**config.mk**
```make
export PLATFORM = sky130hd
export DESIGN_NAME = div5_word_serializer
export DESIGN_NICKNAME = d
export VERILOG_FILES = /design/src/rtl/div5_word_serializer_pkg.sv /design/src/rtl/div5_word_serializer.sv
export SDC_FILE = /design/constraint.sdc
export NUM_CORES = 1
export LEC_CHECK = 0
export CORE_MARGIN = 8
export CORE_UTILIZATION = 50
export CTS_BUF_LIST = sky130_fd_sc_hd__clkbuf_4
export DETAILED_ROUTE_END_ITERATION = 8
export PLACE_DENSITY = 0.81
export SYNTH_ARGS = -nofsm -noshare
export SYNTH_HDL_FRONTEND = slang
export SYNTH_SLANG_ARGS = --single-unit
```
**constraint.sdc**
```tcl
create_clock -name clk -period 1.8 [get_ports clk]
set_input_delay 0.45 -clock clk [delete_from_list [all_inputs] [get_ports clk]]
set_output_delay 0.45 -clock clk [all_outputs]
set_load 0.01 [all_outputs]
```
**src/rtl/div5_word_serializer_pkg.sv**
```systemverilog
// Shared constants for the word-level divide-by-5 serializer.
package div5_word_serializer_pkg;

    localparam int DEFAULT_WIDTH = 8;

    // Legacy state encoding, kept as plain constants for compatibility.
    localparam logic [1:0] IDLE    = 2'd0;
    localparam logic [1:0] CLEAR   = 2'd1;
    localparam logic [1:0] SHIFT   = 2'd2;
    localparam logic [1:0] CAPTURE = 2'd3;

endpackage

```
**src/rtl/div5_word_serializer.sv**
```systemverilog
// Feeds parallel words MSB-first into an external serial divide-by-5 checker.
// The checker is cleared before each word, and its flag is sampled after the last bit.
module div5_word_serializer
    import div5_word_serializer_pkg::*;
#(
    parameter int WIDTH = DEFAULT_WIDTH
) (
    input  logic             clk,
    input  logic             reset,
    input  logic             in_valid,
    output logic             in_ready,
    input  logic [WIDTH-1:0] in_data,
    output logic             bit_out,
    output logic             bit_valid,
    output logic             chk_clear,
    input  logic             div_in,
    output logic             res_valid,
    output logic             res_div5,
    output logic [WIDTH-1:0] res_data
);

    localparam int CW = (WIDTH > 1) ? $clog2(WIDTH) : 1;

    logic [1:0]       state;
    logic [WIDTH-1:0] shift_reg;
    logic [WIDTH-1:0] data_reg;
    logic [CW-1:0]    cnt;
    logic             accept;

    assign accept = in_valid && in_ready;

    // FSM plus the shift/count datapath; a word is latched in IDLE or CAPTURE.
    always_ff @(posedge clk) begin
        if (reset) begin
            state     <= IDLE;
            shift_reg <= '0;
            data_reg  <= '0;
            cnt       <= '0;
        end else begin
            case (state)
                IDLE: begin
                    if (accept) begin
                        shift_reg <= in_data;
                        data_reg  <= in_data;
                        cnt       <= CW'(WIDTH - 1);
                        state     <= CLEAR;
                    end
                end
                CLEAR: begin
                    state <= SHIFT;
                end
                SHIFT: begin
                    shift_reg <= {shift_reg[WIDTH-2:0], 1'b0};
                    cnt       <= cnt - CW'(1);
                    if (cnt == '0) begin
                        state <= CAPTURE;
                    end
                end
                CAPTURE: begin
                    // Accepting here skips IDLE to sustain one word per WIDTH+2 cycles.
                    if (accept) begin
                        shift_reg <= in_data;
                        data_reg  <= in_data;
                        cnt       <= CW'(WIDTH - 1);
                        state     <= CLEAR;
                    end else begin
                        state <= IDLE;
                    end
                end
                default: begin
                    state <= IDLE;
                end
            endcase
        end
    end

    // Output decode; results are suppressed while reset is held so a dropped word never reports.
    always_comb begin
        in_ready  = (state == IDLE) || (state == CAPTURE);
        bit_valid = (state == SHIFT);
        bit_out   = (state == SHIFT) ? shift_reg[WIDTH-1] : 1'b0;
        chk_clear = reset || (state == CLEAR);
        res_valid = (state == CAPTURE) && !reset;
        res_div5  = (state == CAPTURE) && !reset && div_in;
        res_data  = data_reg;
    end

endmodule

```
### After elaboration in Yosys (flattened, before gate mapping)

Index checks and enable logic that the tools add are counted.

| storage, ports and cells | value |
|---|---|
| register bits after elaboration | 21 |
| latch bits | 0 |
| memory bits (writable) | 0 |
| memory bits (read-only) | 0 |
| input bits | 12 |
| logic and storage cells | 33 |
| memories | 0 |

| cells by class | value |
|---|---|
| add/subtract/negate cells | 1 |
| multipliers | 0 |
| div/mod/pow operators | 0 |
| magnitude comparators | 0 |
| eq/ne operators | 6 |
| shifts and indexed selects | 0 |
| multiplexer cells | 9 |
| bitwise operators | 0 |
| reduce and logical (&&, ||, !) cells | 13 |

Operators with widths:

| cell | count |
|---|---|
| 8-bit one-hot mux with 2 select lines | 1 |
| 8-bit two-way mux | 1 |
| 2-bit one-hot mux with 4 select lines | 1 |
| 3-bit one-hot mux with 2 select lines | 1 |
| 2-bit AND reduction | 3 |
| 2-bit equality test (second input constant) | 2 |
| 2-bit two-way mux | 2 |
| 2-bit by 1-bit inequality test with 1-bit output (second input constant) | 2 |
| 1-bit logical AND | 3 |
| 3-bit logical NOT | 1 |
| 3-bit two-way mux | 1 |
| 3-bit by 1-bit subtractor with 3-bit output (second input constant) | 1 |
| 2-bit by 1-bit equality test with 1-bit output (second input constant) | 1 |
| 2-bit logical NOT | 1 |
| 1-bit logical OR | 2 |
| 1-bit two-way mux | 2 |
| 2-bit inequality test (second input constant) | 1 |
| 2-bit nonzero test | 1 |
| 2-bit OR reduction | 1 |
| 1-bit logical NOT | 1 |

### Depth between registers and ports, before layout

Gate-level depths: netlist of run 1.

| logic depth | value |
|---|---|
| depth in word-level cells | 5 |
| depth in mapped cells | 7 |

### Least setup slack after synthesis of run 1

Ideal clock, no wire load.

| timing | value |
|---|---|
| path kind | reg2reg |
| start point | reg state[0] |
| end point | reg shift_reg[4] |
| library setup time | 0.142 ns |
| arrival | 1.477 ns |
| data required time | 1.658 ns |
| slack | 0.181 ns |
| stages on the path, launching flop included | 8 |
| path buffers | 2 |
| cells stage by stage | dfxtp_1 inv_1 ha_1 buf_6 mux2_4 buf_6 nor2_2 a211oi_2 |

| on the way | value |
|---|---|
| cells in the longest elaborated chain, start to end | 5 |

RTL lines:

| item | RTL line | source |
|---|---|---|
| start: declaration | div5_word_serializer.sv:24 | `logic [1:0] state;` |
| start signal: assignment | div5_word_serializer.sv:35 | `state <= IDLE;` |
| start signal: assignment | div5_word_serializer.sv:46 | `state <= CLEAR;` |
| start signal: assignment | div5_word_serializer.sv:50 | `state <= SHIFT;` |
| 2-bit equality test or 2-bit logical NOT (tied branches) | div5_word_serializer.sv:40, div5_word_serializer.sv:79 |  |
| 1-bit logical OR | div5_word_serializer.sv:79 | `in_ready = (state == IDLE) \|\| (state == CAPTURE);` |
| 1-bit logical AND | div5_word_serializer.sv:30 | `assign accept = in_valid && in_ready;` |
| 2-bit by 1-bit inequality test with 1-bit output (no line) | n/a |  |
| 2-bit AND reduction (no line) | n/a |  |
| end signal: assignment | div5_word_serializer.sv:43 | `shift_reg <= in_data;` |
| end signal: assignment | div5_word_serializer.sv:53 | `shift_reg <= {shift_reg[WIDTH-2:0], 1'b0};` |
| end signal: assignment | div5_word_serializer.sv:62 | `shift_reg <= in_data;` |
| end: declaration | div5_word_serializer.sv:25 | `logic [WIDTH-1:0] shift_reg;` |

Parallel ways exist; a longest one is shown, timed or not.
A chain may end at the register's enable or synchronous reset.

### Worst setup path in the final report of run 1

| timing | value |
|---|---|
| start point | reg state[0] |
| end point | out res_div5 |

| on the way | value |
|---|---|
| cells in the longest elaborated chain, start to end | 3 |

RTL lines:

| item | RTL line | source |
|---|---|---|
| 2-bit equality test | div5_word_serializer.sv:84 | `res_div5 = (state == CAPTURE) && !reset && div_in;` |
| 1-bit logical AND (2 in a row) | div5_word_serializer.sv:84 |  |
| end: declaration | div5_word_serializer.sv:18 | `output logic res_div5,` |

Every way passes these cells.

==> flow_summary.json, run 1 <==
{
  "outcome": "finished, final reports clean",
  "gp_congestion": 0.735,
  "netlist_instances": 120,
  "ys_warn_count": 0,
  "cpMostUsedCell": "buf_6",
  "ys_seq_area_share_pct": 39.1,
  "drive_above_1_share_pct": 27.6,
  "ys_ff_latch": 21,
  "setup_viol": 0,
  "placement_rows": 16,
  "via_per_inst": 5.03,
  "htree_levels": 1,
  "slew_violations": 0,
  "crit_chain": "buf_6 > ha_4 > nor2b_4 > and2_4 > buf_6",
  "maxCapViolCount": 0,
  "grt_usage_pct": 12.0,
  "met2_usage_pct": 20.2,
  "p_leak_nw": 0.581,
  "setup.worst_path.start": "state[0]$_SDFFE_PP0P_",
  "vias": 900,
  "grt_most_used_layer": "met2",
  "cts_made_buffers": 3,
  "io_buffers": 25,
  "drt-pass1-iter-count": 4,
  "syn-num-nets": 139,
  "avgSynthCellArea_um2": 8.97,
  "fin_util_pct": 73.0,
  "placedInstanceArea_um2": 1380,
  "synth.distinct_cells": 27,
  "fin_cells": 179,
  "num_antenna_cells": 0,
  "use_met1_pct": 14.2,
  "required_ns": 1.35,
  "path_max_fanout": 3,
  "cts-root-buf": "clkbuf_4",
  "end_kind": "primary output",
  "grt_pass1_vias": 923,
  "start_kind": "flop",
  "grt-ovfl-total": 0,
  "hold_violations": 0,
  "die-area_um2": 3890,
  "syn_area_um2": 1080,
  "drt_iter0_drc": 19,
  "fin_crit_ns": 1.73,
  "max_stage_delay_ns": 0.35,
  "fp.dieH_um": 62.4,
  "slew_headroom_pct": 78.5,
  "arrival_ns": 1.28,
  "cts.clk_slew.worst_paths_ns": 0.12,
  "drc_errors": 0,
  "core_um2": 2000,
  "rsz0062_at_grt": "no",
  "die_width_um": 62.4,
  "grt_pass1_wl_um": 4040,
  "min-delay-start": "res_data[7]$_SDFFE_PP0P_",
  "finalInstanceArea_um2": 1460,
  "fin_crit_sh_pct": 96.2,
  "clock_latency_ns": 0.30,
  "cts_buffer_depth": 2,
  "antenna_found_initial": 0,
  "power_density_nw_per_um2": 1590,
  "peakVddDrop_uv": 1160,
  "hp-class": "flop to flop",
  "holdBufCountCts": 0,
  "fin_worst_skew_ns": 0.00526,
  "critPathSlowestCell": "dfxtp_2",
  "routed_wl_um": 2400,
  "setup.worst_path.class": "flop to primary output",
  "r2r-start": "state[0]$_SDFFE_PP0P_",
  "wire_per_inst_um": 13.4,
  "total_power_w": 0.00232,
  "io_pins": 26,
  "detail-route-antenna-nets": 0,
  "final_nets": 172,
  "cts_tree": "done",
  "worstMarginPinSlew_ns": 0.322,
  "placedCellCount": 173,
  "gr-usage-met3_pct": 3.58,
  "cts_sinks": 21,
  "grt_start_max_net_pins": 23,
  "dp_hpwl_um": 1790,
  "area_delta_synth_final_pct": 35.8,
  "clock.fmax_ghz": 0.578,
  "start_util_pct": 53.8
}
==> synth_stat cells <==
master | n | area share, %
dfxtp_1 | 21 | 39
nand2_1 | 19 | 6.6
a21oi_1 | 10 | 4.7
a211oi_2 | 7 | 8.1
ha_1 | 7 | 8.1
mux2i_1 | 7 | 6.5
inv_1 | 6 | 2.1
nor2b_1 | 5 | 2.9
a211oi_1 | 4 | 2.8
buf_2 | 4 | 1.9
nor2_1 | 4 | 1.4
nand2b_1 | 3 | 1.7
nor2_2 | 3 | 1.7
nor3_1 | 3 | 1.4
and2_1 | 2 | 1.2
buf_6 | 2 | 2.1
nand3_1 | 2 | 0.93
o21ai_0 | 2 | 0.93
buf_1 | 1 | 0.35
clkbuf_1 | 1 | 0.35
inv_2 | 1 | 0.35
mux2_4 | 1 | 1.4
o2111ai_1 | 1 | 0.81
o21ai_1 | 1 | 0.46
o31ai_1 | 1 | 0.70
or2_1 | 1 | 0.58
xnor2_1 | 1 | 0.81
==> worst max-delay path: cells and delay by family (launching register included) <==
kind / cells / cell delay [ns]
simple gates: 2 / 0.26
fa+ha+maj: 1 / 0.15
buf+inv: 2 / 0.23
flops: 1 / 0.35
==> cell families (layout without fill, tap and decap cells) <==
| family | count (synthesis) | count (layout) | synth area share (%) |
|---|---|---|---|
| adders and majority gates | 7 | 7 | 8.14 |
| buffers and inverters | 15 | 47 | 7.09 |
| DFF | 21 | 21 | 39.1 |
| AOI/OAI and AO/OA | 26 | 26 | 18.5 |
| muxes | 8 | 8 | 7.91 |
| and+or+nand+nor | 42 | 42 | 18.5 |
| xor gates and xnor gates | 1 | 1 | 0.814 |
==> power by group <==
| group | internal [W] | total [W] | switching, W | leakage [nW] |
|---|---|---|---|---|
| sequential | 0.000639 | 0.000755 | 0.000115 | 0.174 |
| clock | 0.0000827 | 0.000224 | 0.000142 | 0.0177 |
| combinational | 0.000657 | 0.00134 | 0.000685 | 0.389 |
| total | 0.00138 | 0.00232 | 0.000942 | 0.581 |
==> through the flow <==
stage	hold WS [ns]	setup TNS (ns)	worst slack (ns)
3_5_place_dp	0.449	-1.06	-0.408
3_3_place_gp	0.441	-0.845	-0.332
5_1_grt	0.491	0	0.00353
2_1_floorplan	0.448	0	0.181
4_1_cts	0.466	-0.119	-0.0604
6_report	0.471	0	0.0688
==> final timing paths <==
| check | to | slack (ns) | cells after the start |
|---|---|---|---|
| min reg2reg | res_data[7]$_SDFFE_PP0P_ | 0.47 | 2 |
| min | res_data[7]$_SDFFE_PP0P_ | 0.47 | 2 |
| max | res_div5 | 0.07 | 5 |
| max reg2reg | shift_reg[1]$_SDFFE_PP0P_ | 0.09 | 7 |
==> cells in the final DEF, fill, tap and decap left out, drive strengths merged, types with 3 or more instances in the layout <==
master          n
o21ai           3
clkbuf          3
buf            17
mux2i           7
ha              7
nand2b          3
nand2          19
nor2            7
a21oi          10
dfxtp          21
nor3            3
clkdlybuf4s50  18
nor2b           5
a211oi         11
inv             7
==> metal layers <==
| layer | vias up | routed length [um] |
|---|---|---|
| met5 | - | 0 |
| met4 | 0 | 12 |
| met3 | 2 | 105 |
| met2 | 13 | 1180 |
| met1 | 415 | 1100 |
| li1 | 470 | - |
==> cell type report <==
class,count,area (um^2)
tap,27,33.8
timing repair buffer,36,319
sequential,21,425
multi-input combinational,84,627
inverter,7,28.8
clock inverter,1,5.00
clock buffer,3,22.5
fill,153,541
==> what timing repair did <==
item | CTS | global route
pin swaps | 0 | 1
buffers inserted | 2 | 0
endpoints found under the setup margin | 10 | 7
gates resized for setup | 27 | 15
No activity file was read; power rests on OpenSTA's default activity.
==> run 2, diff against run 1 <==
CTS_CLUSTER_SIZE = 10   (was not set)
==> results of run 2 <==
Same layout as run 1: the final DEF is identical, and so are final timing and power.
